==> config.mk <==
export PLATFORM = sky130hd
export DESIGN_NAME = decode_issue
export DESIGN_NICKNAME = d
export VERILOG_FILES = /design/src/rtl/rv32i_pkg.sv /design/src/rtl/imm_gen.sv /design/src/rtl/decode_issue.sv
export SDC_FILE = /design/constraint.sdc
export NUM_CORES = 1
export LEC_CHECK = 0
export BUFFER_PORTS_ARGS = -buffer_cell sky130_fd_sc_hd__buf_2
export CELL_PAD_IN_SITES_DETAIL_PLACEMENT = 0
export CELL_PAD_IN_SITES_GLOBAL_PLACEMENT = 1
export CORE_UTILIZATION = 35
export CTS_BUF_LIST = sky130_fd_sc_hd__clkbuf_4
export DETAILED_ROUTE_END_ITERATION = 16
export PLACE_DENSITY_LB_ADDON = 0.1
export SYNTH_ARGS = -nofsm -noshare
export SYNTH_HDL_FRONTEND = slang
export SYNTH_SLANG_ARGS = --single-unit
==> constraint.sdc <==
create_clock -name clk -period 3.2 [get_ports clk]
set_input_delay 0.16 -clock clk [delete_from_list [all_inputs] [get_ports clk]]
set_output_delay 0.16 -clock clk [all_outputs]
set_load 0.1 [all_outputs]
==> src/rtl/rv32i_pkg.sv <==
// Shared RV32I definitions: base opcodes, immediate formats and the canonical NOP.
package rv32i_pkg;

  localparam logic [6:0] OPC_OP     = 7'b0110011;
  localparam logic [6:0] OPC_OP_IMM = 7'b0010011;
  localparam logic [6:0] OPC_LOAD   = 7'b0000011;
  localparam logic [6:0] OPC_STORE  = 7'b0100011;
  localparam logic [6:0] OPC_BRANCH = 7'b1100011;
  localparam logic [6:0] OPC_JAL    = 7'b1101111;
  localparam logic [6:0] OPC_JALR   = 7'b1100111;
  localparam logic [6:0] OPC_LUI    = 7'b0110111;
  localparam logic [6:0] OPC_AUIPC  = 7'b0010111;

  localparam logic [31:0] NOP_INSN = 32'h0000_0013;

  typedef enum logic [2:0] {
    IMM_I,
    IMM_S,
    IMM_B,
    IMM_U,
    IMM_J,
    IMM_NONE
  } imm_type_e;

  // Immediate format implied by the major opcode; OP and unknown opcodes carry none.
  function automatic imm_type_e opcode_imm_type(input logic [6:0] opcode);
    case (opcode)
      OPC_OP_IMM, OPC_LOAD, OPC_JALR: return IMM_I;
      OPC_STORE:                      return IMM_S;
      OPC_BRANCH:                     return IMM_B;
      OPC_LUI, OPC_AUIPC:             return IMM_U;
      OPC_JAL:                        return IMM_J;
      default:                        return IMM_NONE;
    endcase
  endfunction

endpackage

==> src/rtl/imm_gen.sv <==
// Combinational RV32I immediate generator; every format is sign-extended from insn[31].
module imm_gen
  import rv32i_pkg::*;
#(
  parameter int DWIDTH = 32
) (
  input  logic [31:0]       insn_i,
  input  logic [2:0]        imm_type_i,
  output logic [DWIDTH-1:0] imm_o
);

  logic [31:0] imm32;

  always_comb begin
    imm32 = '0;
    case (imm_type_e'(imm_type_i))
      IMM_I: imm32 = {{20{insn_i[31]}}, insn_i[31:20]};
      IMM_S: imm32 = {{20{insn_i[31]}}, insn_i[31:25], insn_i[11:7]};
      IMM_B: imm32 = {{19{insn_i[31]}}, insn_i[31], insn_i[7], insn_i[30:25],
                      insn_i[11:8], 1'b0};
      IMM_U: imm32 = {insn_i[31:12], 12'b0};
      IMM_J: imm32 = {{11{insn_i[31]}}, insn_i[31], insn_i[19:12], insn_i[20],
                      insn_i[30:21], 1'b0};
      default: imm32 = '0;
    endcase
    imm_o = DWIDTH'($signed(imm32));
  end

endmodule

==> src/rtl/decode_issue.sv <==
// RV32I decode stage with ID/EX pipeline register, load-use bubble insertion
// and a saturating count of inserted bubbles.
module decode_issue
  import rv32i_pkg::*;
#(
  parameter int DWIDTH = 32,
  parameter int AWIDTH = 5
) (
  input  logic              clk,
  input  logic              rst,
  input  logic              if_valid_i,
  input  logic [DWIDTH-1:0] if_pc_i,
  input  logic [31:0]       if_insn_i,
  output logic              id_stall_o,
  output logic [AWIDTH-1:0] rs1_addr_o,
  output logic [AWIDTH-1:0] rs2_addr_o,
  input  logic [DWIDTH-1:0] rs1_data_i,
  input  logic [DWIDTH-1:0] rs2_data_i,
  input  logic              ex_flush_i,
  input  logic              ex_stall_i,
  output logic              ex_valid_o,
  output logic [DWIDTH-1:0] ex_pc_o,
  output logic [31:0]       ex_insn_o,
  output logic [DWIDTH-1:0] ex_rs1_data_o,
  output logic [DWIDTH-1:0] ex_rs2_data_o,
  output logic [DWIDTH-1:0] ex_imm_o,
  output logic [AWIDTH-1:0] ex_rd_o,
  output logic              ex_reg_wen_o,
  output logic              ex_is_load_o,
  output logic [31:0]       stall_cnt_o
);

  // Flow control: an IF/ID entry advances into ID/EX on a clock edge where
  // id_stall_o is low and no flush is pending; ex_stall_i freezes ID/EX and
  // forces id_stall_o high so IF/ID also holds its instruction.

  logic [6:0]        opcode;
  logic [AWIDTH-1:0] rd_field;
  logic              uses_rs1;
  logic              uses_rs2;
  logic              writes_rd;
  logic              is_load;
  logic              reg_wen;
  logic              hazard;
  imm_type_e         imm_type;
  logic [DWIDTH-1:0] imm;

  logic              ex_valid_q,    ex_valid_d;
  logic [DWIDTH-1:0] ex_pc_q,       ex_pc_d;
  logic [31:0]       ex_insn_q,     ex_insn_d;
  logic [DWIDTH-1:0] ex_rs1_data_q, ex_rs1_data_d;
  logic [DWIDTH-1:0] ex_rs2_data_q, ex_rs2_data_d;
  logic [DWIDTH-1:0] ex_imm_q,      ex_imm_d;
  logic [AWIDTH-1:0] ex_rd_q,       ex_rd_d;
  logic              ex_reg_wen_q,  ex_reg_wen_d;
  logic              ex_is_load_q,  ex_is_load_d;
  logic [31:0]       stall_cnt_q,   stall_cnt_d;

  assign opcode     = if_insn_i[6:0];
  assign rd_field   = AWIDTH'(if_insn_i[11:7]);
  assign rs1_addr_o = AWIDTH'(if_insn_i[19:15]);
  assign rs2_addr_o = AWIDTH'(if_insn_i[24:20]);

  always_comb begin
    uses_rs1  = 1'b1;
    uses_rs2  = 1'b0;
    writes_rd = 1'b0;
    is_load   = 1'b0;
    imm_type  = opcode_imm_type(opcode);
    case (opcode)
      OPC_OP:                 begin uses_rs2 = 1'b1; writes_rd = 1'b1; end
      OPC_OP_IMM, OPC_JALR:   writes_rd = 1'b1;
      OPC_LOAD:               begin writes_rd = 1'b1; is_load = 1'b1; end
      OPC_STORE, OPC_BRANCH:  uses_rs2 = 1'b1;
      OPC_LUI, OPC_AUIPC,
      OPC_JAL:                begin uses_rs1 = 1'b0; writes_rd = 1'b1; end
      default:                ;
    endcase
  end

  assign reg_wen = writes_rd & (rd_field != '0);

  imm_gen #(.DWIDTH(DWIDTH)) u_imm_gen (
    .insn_i     (if_insn_i),
    .imm_type_i (imm_type),
    .imm_o      (imm)
  );

  // ex_rd_q is already 0 for non-writing entries, so x0 never matches here.
  assign hazard = if_valid_i & ex_valid_q & ex_is_load_q & (ex_rd_q != '0) &
                  ((uses_rs1 & (rs1_addr_o == ex_rd_q)) |
                   (uses_rs2 & (rs2_addr_o == ex_rd_q)));

  assign id_stall_o = ~rst & (ex_stall_i | (hazard & ~ex_flush_i));

  always_comb begin
    ex_valid_d    = ex_valid_q;
    ex_pc_d       = ex_pc_q;
    ex_insn_d     = ex_insn_q;
    ex_rs1_data_d = ex_rs1_data_q;
    ex_rs2_data_d = ex_rs2_data_q;
    ex_imm_d      = ex_imm_q;
    ex_rd_d       = ex_rd_q;
    ex_reg_wen_d  = ex_reg_wen_q;
    ex_is_load_d  = ex_is_load_q;
    stall_cnt_d   = stall_cnt_q;

    if (!ex_stall_i || ex_flush_i) begin
      if (ex_flush_i || hazard || !if_valid_i) begin
        ex_valid_d    = 1'b0;
        ex_pc_d       = '0;
        ex_insn_d     = NOP_INSN;
        ex_rs1_data_d = '0;
        ex_rs2_data_d = '0;
        ex_imm_d      = '0;
        ex_rd_d       = '0;
        ex_reg_wen_d  = 1'b0;
        ex_is_load_d  = 1'b0;
        if (!ex_flush_i && hazard && (stall_cnt_q != 32'hFFFF_FFFF)) begin
          stall_cnt_d = stall_cnt_q + 32'd1;
        end
      end else begin
        ex_valid_d    = 1'b1;
        ex_pc_d       = if_pc_i;
        ex_insn_d     = if_insn_i;
        ex_rs1_data_d = rs1_data_i;
        ex_rs2_data_d = rs2_data_i;
        ex_imm_d      = imm;
        ex_rd_d       = reg_wen ? rd_field : '0;
        ex_reg_wen_d  = reg_wen;
        ex_is_load_d  = is_load;
      end
    end
  end

  always_ff @(posedge clk) begin
    if (rst) begin
      ex_valid_q    <= 1'b0;
      ex_pc_q       <= '0;
      ex_insn_q     <= NOP_INSN;
      ex_rs1_data_q <= '0;
      ex_rs2_data_q <= '0;
      ex_imm_q      <= '0;
      ex_rd_q       <= '0;
      ex_reg_wen_q  <= 1'b0;
      ex_is_load_q  <= 1'b0;
      stall_cnt_q   <= '0;
    end else begin
      ex_valid_q    <= ex_valid_d;
      ex_pc_q       <= ex_pc_d;
      ex_insn_q     <= ex_insn_d;
      ex_rs1_data_q <= ex_rs1_data_d;
      ex_rs2_data_q <= ex_rs2_data_d;
      ex_imm_q      <= ex_imm_d;
      ex_rd_q       <= ex_rd_d;
      ex_reg_wen_q  <= ex_reg_wen_d;
      ex_is_load_q  <= ex_is_load_d;
      stall_cnt_q   <= stall_cnt_d;
    end
  end

  assign ex_valid_o    = ex_valid_q;
  assign ex_pc_o       = ex_pc_q;
  assign ex_insn_o     = ex_insn_q;
  assign ex_rs1_data_o = ex_rs1_data_q;
  assign ex_rs2_data_o = ex_rs2_data_q;
  assign ex_imm_o      = ex_imm_q;
  assign ex_rd_o       = ex_rd_q;
  assign ex_reg_wen_o  = ex_reg_wen_q;
  assign ex_is_load_o  = ex_is_load_q;
  assign stall_cnt_o   = stall_cnt_q;

endmodule
==> results of run 1 <==
[what timing repair did]
item | 4_1_cts | 5_1_grt
endpoints found under the setup margin | 0 | 1
setup buffers | 0 | 0
endpoints found under the hold margin | 168 | 0
gates resized for setup | 0 | 1
hold buffers | 133 | 0
[per-layer routing]
metal / vias to the layer above / track usage (%)
li1: 3630 / -
met1: 3468 / 28.05
met2: 242 / 36.57
met3: 19 / 7.562
met4: 0 / 6.134
met5: - / 0
[cells by family (layout without fill, tap and decap cells)]
| logic type | after synthesis | in the layout | synth area share (%) |
|---|---|---|---|
| muxes | 5 | 5 | 0.7380 |
| xor gates and xnor gates | 10 | 10 | 1.174 |
| adders and majority gates | 1 | 1 | 0.1677 |
| buffers and inverters | 73 | 529 | 4.696 |
| and+or+nand+nor | 159 | 159 | 12.16 |
| DFF | 200 | 200 | 53.67 |
| AOI/OAI and AO/OA | 270 | 270 | 27.39 |
| other | 0 | 3 | 0 |
[through the flow]
| stage | cells | setup slack [ns] | area [um^2] |
|---|---|---|---|
| 5_1_grt | 1452 | 0.06998 | 10990 |
| 6_report | 1452 | 0.2977 | 10990 |
| 2_1_floorplan | 718 | 0.08014 | 7465 |
| 3_5_place_dp | 1284 | 0.5066 | 9346 |
| 4_1_cts | 1449 | 0.1741 | 10980 |
| 3_3_place_gp | 1284 | 0.5625 | 9346 |
[path summary, 6_finish.rpt]
kind	end	startpoint	cells past startpoint	slack [ns]
max	id_stall_o	ex_rd_o[0]	8	0.30
min	ex_pc_o[25]	if_pc_i[25]	3	0.28
max reg2reg	ex_imm_o[8]	ex_rd_o[0]	6	0.48
min reg2reg	ex_imm_o[16]	ex_imm_o[16]	2	0.47
[worst register-to-register path, cell delays in order (launching register included)]
cell and delay, ns:
dfxtp_2 0.39, or4_4 0.55, o2111ai_2 0.22, nor4_2 0.10, a2111o_1 0.69, nor4b_4 0.53
a22o_1 0.20
[cell usage in the layout (no fill, tap or decap), drive strengths merged, types with 5 or more instances in the layout]
cell,Yosys,routed
inv,6,13
xor2,5,5
nand3,19,19
or4,26,26
nor4,7,7
buf,30,358
nand4,10,10
o31ai,23,23
a22o,138,138
nor2b,5,5
clkbuf,37,17
o21ai,28,28
nor2,15,15
dfxtp,200,200
nor3,9,9
xnor2,5,5
a21oi,54,54
dlygate4sd3,0,133
and4,6,6
nand2,46,46
clkinv,0,6
[area by class of cell]
cell class | count | share of cell area, %
Sequential cell | 200 | 36.46
Clock buffer | 17 | 1.161
Clock inverter | 15 | 1.616
Timing Repair Buffer | 491 | 29.01
Multi-Input combinational cell | 445 | 28.35
Inverter | 6 | 0.2048
Antenna cell | 3 | 0.06828
Tap cell | 275 | 3.130
[sequential cells by signal, indices dropped and copies added, names as in the netlist]
| register | cells |
|---|---|
| ex_rd_o | 5 |
| ex_pc_o | 32 |
| ex_rs2_data_o | 32 |
| ex_valid_o | 1 |
| ex_imm_o | 32 |
| ex_rs1_data_o | 32 |
| ex_reg_wen_o | 1 |
| ex_insn_o | 32 |
| ex_is_load_o | 1 |
| stall_cnt_o | 32 |
[power groups by stage]
stage	clock network (mW)	registers [mW]	logic, mW
floorplan	0	2.85	0.176
detailed placement	0	2.60	0.596
global route	1.58	2.55	0.764
global placement	0	2.60	0.595
finish	1.42	2.55	0.730
CTS	1.49	2.55	0.728
==> impl_metrics.csv, run 1 <==
group,metric,value,unit
timing,skew,0.03905,ns
critical_path,critPathMaxStageDelay,0.55,ns
logic_synthesis,postSynthCellCount,718,
timing,timing.final.crit_share,90.70,%
run_status,status,"complete, no violations",
global_route,grt_pass1_wl,38540,um
floorplan,coreArea,20960,um^2
floorplan,initial_core_util,35.60,%
routing,drt_pre_antenna_iters,4,
power_and_ir_drop,p_clk_share,30.3,%
place,place_hpwl,16900,um
global_route,grt_pass1_vias,7106,
place,io_buffers,343,
critical_path,path_buf_inv,2,
routing,drc_errors,0,
global_route,grt-ovfl-total,0,
logic_synthesis,ys_warn_count,0,
power_and_ir_drop,finalPower,4.699,mW
timing,finalSetupTns,0,ns
critical_path,cp-end-kind,"primary output",
routing,top_layer,"met4",
logic_synthesis,synth_fp_nets,852,
logic_synthesis,seq_area_frac_synth,53.67,%
logic_synthesis,netlist_area,7460,um^2
routing,wl_met3,1830,um
logic_synthesis,synth.distinct_cells,53,
power_and_ir_drop,power_density,427.4,nW/um^2
power_and_ir_drop,p_int,3.200,mW
logic_synthesis,synthArstFlopShare,0,%
worst_hold_path,hold_path_class,"in -> reg",
routing,viasPerCell,5.068,
clocking,cts_sinks,200,
floorplan,die_w,148.0,um
cells_and_area,multi_input_comb_area,3117,um^2
floorplan,io-pin-count,344,
critical_path,cpMaxStageDelayCell,"or4_4",
cells_and_area,area_delta_synth_final,47.38,%
critical_path,worstPathCellList,"or4_4 > o2111ai_2 > nor4_2 > a21oi_2 > buf_6 > nor2_1 > o21a_1 > buf_2",
power_and_ir_drop,ir_drop,0.0002367,V
clocking,clk_latency,0.60,ns
place,place.gp.congestion,0.7481,
logic_synthesis,synthFlopType,"dfxtp_1",
timing,drv_slew,0,
critical_path,worstSetupStartpointType,"flop",
logic_synthesis,ys_seq_elements,200,
routing,drt-total-wl,25180,um
routing,wl_met1,11170,um
timing,tightest_slew,0.9398,ns
global_route,antenna_found_initial,3,
floorplan,die_h,148.0,um
logic_synthesis,synth_area_leaders,"dfxtp_1 54%, a22o_1 16%, a21oi_1 3.6%",
clocking,cts-htree-levels,4,
timing,period_minus_slack,2.902,ns
clocking,clk_pin_slew,0.20,ns
timing,rsz0062_at_grt,"false",
routing,drt.antenna.violating_nets,0,
routing,met2WireLength,11820,um
power_and_ir_drop,power.leakage,4.997,nW
critical_path,crit_family,"simple AND/OR/NAND/NOR gates",
critical_path,critical_path_arrival,2.74,ns
logic_synthesis,ys_top_cells_by_count,"200 x dfxtp_1, 137 x a22o_1, 53 x a21oi_1",
cells_and_area,seqCellArea,4009,um^2
critical_path,critical_path_peak_fanout,29,
routing,wl_per_cell,17.34,um
power_and_ir_drop,sequentialPowerShare,54.2,%
cells_and_area,fin_util,52.47,%
cells_and_area,fill_cells,1992,
logic_synthesis,synth_top_area_share,53.67,%
clocking,clock_path_buffers,2,
logic_synthesis,synth_most_common_cell,"dfxtp_1",
timing,finalSetupViolCount,0,
floorplan,dieArea,21900,um^2
power_and_ir_drop,swShare,31.90,%
global_route,track_usage,22.42,%
cells_and_area,nets,1295,
logic_synthesis,synth_top_cell_by_area,"dfxtp_1",
power_and_ir_drop,combPwrFrac,15.5,%
timing,hold-worst-slack,0.2842,ns
logic_synthesis,syn-mean-instance-area,10.39,um^2
floorplan,rows,53,
clocking,ctsRootBufferMaster,"clkbuf_4",
timing,fmax,344.6,MHz
routing,drt_iter0_markers,269,
clocking,cts_made_buffers,17,
global_route,grt_max_degree,102,
critical_path,critPathKind,"reg -> out",
critical_path,cp.required,3.04,ns
run,maxCapViolCount,0,
logic_synthesis,synth_edf_count,0,
timing,hold_violations,0,
timing,relSlewSlack,37.11,%
cells_and_area,drive_gt1_share,34.92,%
clocking,cts_tree,"yes",
routing,vias,7359,
power_and_ir_drop,power_switching,1.499,mW
Note: power is estimated with default switching activity, not from simulation.
==> run 2: changes to the inputs <==
- CELL_PAD_IN_SITES_DETAIL_PLACEMENT: 0 -> not set
- CELL_PAD_IN_SITES_GLOBAL_PLACEMENT: 1 -> not set
- CORE_ASPECT_RATIO: not set -> 0.6
- CORE_MARGIN: not set -> 8
- CORE_UTILIZATION: 35 -> 48
- PLACE_DENSITY: not set -> 0.82
- PLACE_DENSITY_LB_ADDON: 0.1 -> not set
==> run 2 against run 1 <==
First-iteration DRC count increased to 2.9 times the previous value. Cell area decreased by 1.3%. Clock power decreased by 8%. Setup slack got worse by 0.099 ns. Critical path depth decreased by 1. Total power decreased by 2.1%. Routed wire length increased by 14%. Clock skew increased by 0.0028 ns. Final cell count decreased by 4.8%. Sequential share of layout area increased by 0.47 points. Non-clock buffer count decreased by 2. Largest power group unchanged.
==> impl_metrics.csv, run 2 (synthesis results as in run 1) <==
group,metric,value,unit
run_status,status,"complete, no violations",
timing,drv_slew,0,
floorplan,die_h,112.6,um
place,io_buffers,343,
timing,timing.final.crit_share,93.78,%
cells_and_area,layout_common_cells,"343 x buf_2, 196 x dfxtp_1, 137 x a22o_1",
timing,finalSetupViolCount,0,
worst_hold_path,worstHoldStart,"rst",
critical_path,reg2regPathDepth,7,
routing,drc_errors,0,
timing,hold_violations,0,
routing,drt-total-wl,28740,um
global_route,antenna_found_initial,6,
worst_hold_path,hold_path_class,"in -> reg",
routing,drt.antenna.violating_nets,0,
floorplan,dieArea,19920,um^2
critical_path,critPathKind,"reg -> reg",
global_route,grt_pass1_wl,43150,um
timing,finalSetupTns,0,ns
power_and_ir_drop,ir_drop,0.0003100,V
floorplan,die_w,176.9,um
clocking,cts_resized,0,
critical_path,critical_path_peak_fanout,16,
global_route,grt_max_degree,128,
critical_path,worstPathCellList,"or4_4 > o2111ai_2 > nor4_2 > a2111o_1 > buf_4 > o22a_1 > dlygate4sd3_1",
worst_hold_path,worstHoldPathCells,2,
critical_path,cp.required,3.65,ns
routing,wl_per_cell,20.80,um
cells_and_area,area_delta_synth_final,45.52,%
global_route,track_usage,26.93,%
floorplan,io-pin-count,344,
floorplan,initial_core_util,48.81,%
clocking,cts_setup_buffers,0,
cells_and_area,fill_cells,1114,
routing,vias,7855,
timing,fmax,333.2,MHz
critical_path,critical_path_arrival,3.45,ns
run,maxCapViolCount,0,
power_and_ir_drop,power_density,423.7,nW/um^2
cells_and_area,nets,1293,
critical_path,path_buf_inv,2,
critical_path,regToRegStartpoint,"ex_rd_o[0]",
clocking,cts_made_buffers,17,
routing,viasPerCell,5.684,
clocking,clk_pin_slew,0.19,ns
critical_path,cp-end-kind,"flop",
place,dp_cells,1211,
timing,worst_slack,0.1990,ns
cells_and_area,drive_gt1_share,34.81,%
critical_path,crit_family,"compound AO/OA/AOI/OAI gates",
global_route,grt_pass1_vias,7790,
power_and_ir_drop,power.leakage,4.969,nW
cells_and_area,final_common_cell,"buf_2",
place,post-place-ws,0.6182,ns
critical_path,worstSetupStartpointType,"flop",
cells_and_area,fin_util,71.03,%
timing,tightest_slew,0.9927,ns
clocking,cts_sinks,200,
timing,rsz0062_at_grt,"false",
clocking,clk_latency,0.57,ns
clocking,ctsRootBufferMaster,"clkbuf_4",
timing,relSlewSlack,33.58,%
place,place_hpwl,18050,um
cells_and_area,layout.cells.non_filler,1382,
critical_path,cpMaxStageDelayCell,"a2111o_1",
timing,hold-worst-slack,0.1596,ns
clocking,cts-htree-levels,4,
global_route,grt-ovfl-total,0,
floorplan,coreArea,15280,um^2
floorplan,rows,35,
routing,drt_pre_antenna_iters,5,
worst_hold_path,hold_path_end,"stall_cnt_o[23]",
timing,period_minus_slack,3.001,ns
place,place.gp.congestion,0.8835,
clocking,cts_tree,"yes",
timing,skew,0.04182,ns
critical_path,r2r-end,"ex_insn_o[0]",
routing,drt_iter0_markers,768,
critical_path,rrSetupSlack,0.20,ns
clocking,clock_path_buffers,2,
critical_path,critPathMaxStageDelay,0.62,ns
run 2: changes by cell type in the layout (fill, tap and decap cells not counted), sizes merged:
cell | before | now
diode | 3 | 7
bufinv | 1 | 0
clkbuf | 17 | 18
dlygate4sd3 | 133 | 132
buf | 358 | 357
run 2: timing repair:
action | in CTS | in global routing
hold buffers | 132 | 0
hold endpoints to repair | 163 | 0
endpoints found under the setup margin | 0 | 0
run 2: per-layer routing:
layer / routed length, um / GRT usage [%] / vias to the layer above
li1: - / - / 3628
met1: 11400 / 31.98 / 3737
met2: 13780 / 44.83 / 423
met3: 2672 / 8.046 / 67
met4: 886 / 10.99 / 0
met5: 0 / 0 / -
run 2: worst max-delay path by stage:
stage	from	to	slack, ns	depth (start not counted)
after floorplan	ex_rd_o[4]	id_stall_o	0.08	8
after global placement	ex_rd_o[0]	ex_imm_o[6]	0.70	6
after detailed placement	ex_rd_o[0]	ex_imm_o[7]	0.62	6
after CTS	ex_rd_o[0]	ex_insn_o[0]	0.21	7
after global routing	ex_rd_o[4]	id_stall_o	0.13	8
final	ex_rd_o[0]	ex_insn_o[0]	0.20	7
run 2: power breakdown:
| part | switching [mW] | internal, mW |
|---|---|---|
| clock network | 0.952 | 0.356 |
| logic | 0.506 | 0.236 |
| registers | 0.0214 | 2.53 |
run 2: metrics by stage:
| stage | power (mW) | area (um^2) |
|---|---|---|
| final | 4.599 | 10860 |
| after global routing | 4.737 | 10850 |
| after CTS | 4.588 | 10840 |
| after detailed placement | 3.195 | 9245 |
| after global placement | 3.189 | 9245 |
| after floorplan | 3.022 | 7465 |
run 2: worst reg2reg max path: cells and delay by family, from the launching register on:
kind / cells / cell delay, ns
flip-flops: 1 / 0.38
AO/OA/AOI/OAI: 3 / 1.04
buffers and inverters: 2 / 0.85
AND/OR/NAND/NOR: 2 / 0.65
run 2: layout make-up:
cell class                 count  area [um^2]  area share [%]
multi-input combinational    445         3113           28.68
inverter                       6        22.52          0.2075
sequential                   200         4009           36.93
antenna                        7        17.52          0.1614
tap                          203        254.0           2.340
clock inverter                14        136.4           1.256
clock buffer                  18        135.1           1.245
timing repair buffer         489         3168           29.18
